$ cat config.mk
export PLATFORM = sky130hd
export DESIGN_NAME = inst_fetch_unit
export DESIGN_NICKNAME = d
export VERILOG_FILES = /design/src/rtl/inst_fetch_unit.sv
export SDC_FILE = /design/constraint.sdc
export NUM_CORES = 1
export LEC_CHECK = 0
export ABC_CLOCK_PERIOD_IN_PS = 6900
export CAP_MARGIN = 0
export CORE_ASPECT_RATIO = 1.25
export CORE_MARGIN = 2
export CORE_UTILIZATION = 32
export CTS_CLUSTER_SIZE = 25
export DETAILED_ROUTE_END_ITERATION = 10
export GPL_TIMING_DRIVEN = 0
export PLACE_DENSITY = 0.58
export SETUP_SLACK_MARGIN = 0.2
export SLEW_MARGIN = 10
export SYNTH_ARGS = -nofsm -noshare
export SYNTH_HDL_FRONTEND = slang
export SYNTH_SLANG_ARGS = --single-unit
$ cat constraint.sdc
create_clock -name clk -period 6.9 [get_ports clk]
set_input_delay 2.07 -clock clk [delete_from_list [all_inputs] [get_ports clk]]
set_output_delay 2.07 -clock clk [all_outputs]
set_load 0.01 [all_outputs]
$ cat src/rtl/inst_fetch_unit.sv
// Instruction fetch unit: assembles a 32-bit little-endian instruction
// from four byte reads of a ROM with BYTE_LAT cycles of read latency.
module inst_fetch_unit #(
    parameter int BYTE_LAT = 1
) (
    input  logic        clk,
    input  logic        rst,
    input  logic        req_i,
    input  logic [31:0] pc_i,
    input  logic        flush_i,
    output logic [31:0] inst_o,
    output logic [31:0] inst_pc_o,
    output logic        inst_valid_o,
    input  logic        inst_ready_i,
    output logic        busy_o,
    output logic        mem_ce_o,
    output logic [31:0] mem_addr_o,
    input  logic [7:0]  mem_data_i
);

    typedef enum logic [1:0] {IDLE, FETCH, DONE} state_t;

    state_t              state;
    logic [31:0]         base;
    logic [1:0]          icnt;
    logic [1:0]          rcnt;
    logic [BYTE_LAT-1:0] pipe;
    logic [31:0]         pc_al;

    assign busy_o = (state != IDLE);
    assign pc_al  = {pc_i[31:2], 2'b00};

    always_ff @(posedge clk or negedge rst) begin
        if (!rst) begin
            state        <= IDLE;
            base         <= '0;
            icnt         <= '0;
            rcnt         <= '0;
            pipe         <= '0;
            inst_o       <= '0;
            inst_pc_o    <= '0;
            inst_valid_o <= 1'b0;
            mem_ce_o     <= 1'b0;
            mem_addr_o   <= '0;
        end else if (flush_i) begin
            // In-flight returns are dropped by clearing the pipe
            state        <= IDLE;
            inst_valid_o <= 1'b0;
            mem_ce_o     <= 1'b0;
            pipe         <= '0;
        end else begin
            pipe[0] <= mem_ce_o;
            for (int i = 1; i < BYTE_LAT; i++) begin
                pipe[i] <= pipe[i-1];
            end
            unique case (state)
                IDLE: begin
                    if (req_i) begin
                        state      <= FETCH;
                        base       <= pc_al;
                        mem_ce_o   <= 1'b1;
                        mem_addr_o <= pc_al;
                        icnt       <= '0;
                        rcnt       <= '0;
                    end
                end
                FETCH: begin
                    if (mem_ce_o) begin
                        if (icnt == 2'd3) begin
                            mem_ce_o <= 1'b0;
                        end else begin
                            mem_addr_o <= mem_addr_o + 32'd1;
                            icnt       <= icnt + 2'd1;
                        end
                    end
                    if (pipe[BYTE_LAT-1]) begin
                        inst_o[{rcnt, 3'b000} +: 8] <= mem_data_i;
                        rcnt <= rcnt + 2'd1;
                        if (rcnt == 2'd3) begin
                            state        <= DONE;
                            inst_valid_o <= 1'b1;
                            inst_pc_o    <= base;
                        end
                    end
                end
                DONE: begin
                    if (inst_ready_i) begin
                        inst_valid_o <= 1'b0;
                        if (req_i) begin
                            state      <= FETCH;
                            base       <= pc_al;
                            mem_ce_o   <= 1'b1;
                            mem_addr_o <= pc_al;
                            icnt       <= '0;
                            rcnt       <= '0;
                        end else begin
                            state <= IDLE;
                        end
                    end
                end
                default: state <= IDLE;
            endcase
        end
    end

endmodule
==> results.tsv <==
metric	value	unit
status	finished clean	
postSynthCellCount	594	
cts_hold_buf	0	
layoutNonFillerInstCount	1032	
setup_viol	0	
finalPower	3.41	mW
syn_area_per_cell	10.6	um2
leakage	3.58	nW
cp-end-kind	register	
ir_drop	0.000186	V
cts_tree	yes	
via_per_inst	5.16	
period_minus_slack	4220	ps
fmax	237	MHz
p_per_area	392	mW/mm2
first_global_vias	5579	
synth_ff_type	dfrtp_1	
synth_sequential_area_ratio	0.529	
cts-root-buf	clkbuf_16	
rsz0062_at_grt	no	
place_inst	1000	
tns	0	ps
min_from	icnt[1]	
setup_slack	2680	ps
syn_area	0.00629	mm2
synth_edf_count	0	
clk_latency	430	ps
die_h	161	um
hold_depth	2	
crit_slowest_cell	clkdlybuf4s50_1	
drtIter0Drc	293	
numCtsBuffers	17	
finalCritPeriodShare	0.612	
grt_usage	0.189	
synth_top_area_frac	0.529	
die_area	0.0208	mm2
io-pin-count	144	
synth_area_leaders	dfrtp_1 53%, mux2_2 11%, nand2_1 5.9%	
fin_util	0.450	
area_delta_synth_final	38.2	%
r2r-start	state[0]	
reg2reg_slack	4070	ps
start_util	0.325	
path_buf_inv	3	
rr_endpoint	mem_addr_o[26]	
htreeDepth	4	
gp_congestion	0.828	
synth.most_common_cell	dfrtp_1	
via_count	5327	
port_buffers	139	
tightest_slew	1220	ps
yosys-top-cells-count	133 x dfrtp_1, 99 x nand2_1, 62 x mux2_2, 45 x o21ai_0, 23 x clkbuf_1	
rr_worst_depth	8	
fin_nets	811	
drive_above_1_share	0.145	
grt_max_degree	81	
cts_buffer_depth	2	
cts_resized	0	
grt_pass1_wl	30300	um
maxCapViolations	0	
hold_ws	476	ps
coreArea	0.0193	mm2
placed_cell_area	0.00804	mm2
pre_cts_ws	2240	ps
cpMostUsedCell	clkbuf_1	
maxSlewViolCount	0	
antenna_left	0	
wirelength	19000	um
crit_arrival	4560	ps
cpLargestDelayFamily	buffers and inverters	
hold_viol	0	
antenna_found_initial	0	
cts_setup_buffers	0	
crit_chain	clkdlybuf4s50_1, clkbuf_1, a211o_1, a21oi_2, clkbuf_1, o22ai_1, a21oi_1	
async_reset_ff_frac	1.00	
maxSlewHeadroom	0.182	
design_area	0.00869	mm2
whs_endpoint	icnt[1]	
ys_warn_count	0	
hpwl	13800	um
synth-seq-cells	133	
floorplan.rows	57	
synth.distinct_cells	61	
crit_fanout	10	
die_w	129	um
wl_per_cell	18.4	um
dr.pass1.iters	5	
clk_pin_slew	60	ps
hold_path_class	register to register	
antenna_cells	0	
finClkSkew	11.7	ps
drc	0	
synth_top_area_cell	dfrtp_1	
cp.required	7240	ps
cp-start-kind	input port	
grt_overflow	0	
cts_sinks	133	
critPathMaxStageDelay	530	ps
worstSetupPathType	input port to register	
kinds of logic (layout without fill, tap and decap cells):
| family | after synthesis | after routing | synth area share |
|---|---|---|---|
| other | 1 | 2 | 0.000597 |
| and+or+nand+nor | 215 | 215 | 0.168 |
| muxes | 72 | 72 | 0.127 |
| DFF | 133 | 133 | 0.529 |
| adders and majority gates | 12 | 12 | 0.0239 |
| buffers and inverters | 38 | 210 | 0.0255 |
| AOI/OAI and AO/OA | 123 | 123 | 0.126 |
cell type report:
class | count | area, um2
fill | 1870 | 10600
timing repair buffer | 140 | 1420
buffer | 30 | 130
sequential | 133 | 3330
tap | 265 | 332
inverter | 8 | 30.0
multi-input combinational | 424 | 2800
clock buffer | 20 | 447
clock inverter | 12 | 201
routing by layer:
layer	up-vias	global-route usage	share of wire
met5	-	0	0
met4	0	0.0657	0.019
met3	24	0.0493	0.062
met2	189	0.327	0.51
met1	2626	0.226	0.41
li1	2488	-	-
worst max path at each step:
stage	endpoint	start	slack, ps	depth (start not counted)
after global routing	mem_addr_o[26]	req_i	2540	7
after CTS	mem_addr_o[12]	flush_i	2670	7
after global placement	inst_pc_o[16]	rst	-1540	1
final	mem_addr_o[4]	flush_i	2680	7
after detailed placement	mem_addr_o[12]	flush_i	2240	7
after floorplan	mem_addr_o[28]	req_i	3440	5
state kept, by name (all words and copies together), names as in the netlist:
name          cells
base             30
pipe              1
icnt              2
inst_o           32
inst_pc_o        30
mem_ce_o          1
state             2
inst_valid_o      1
rcnt              2
mem_addr_o       32
layout by cell type (no fill, tap or decap), types with 9 or more instances in the layout:
cell             netlist  layout
clkdlybuf4s50_1        0     138
o21ai_0               45      45
nand2_1               99      99
o22ai_1               18      18
nor2_1                19      19
nand3_1               21      21
mux2i_1               10      10
clkbuf_1              23      25
nor3_1                12      12
a21oi_1               19      19
dfrtp_1              133     133
clkbuf_16              0      17
ha_1                  12      12
nand2b_1               9       9
nand4_1               12      12
mux2_2                62      62
worst min-delay path: cells and delay by family (launching register included):
family	cells	cell delay (ps)
and+or+nand+nor	2	100
DFF	1	350
report_power, final:
part | switching, mW | internal, mW
clock network | 0.346 | 0.651
logic | 0.606 | 0.565
registers | 0.229 | 1.01
total | 1.18 | 2.23
Power figures use the tool's default switching activity.
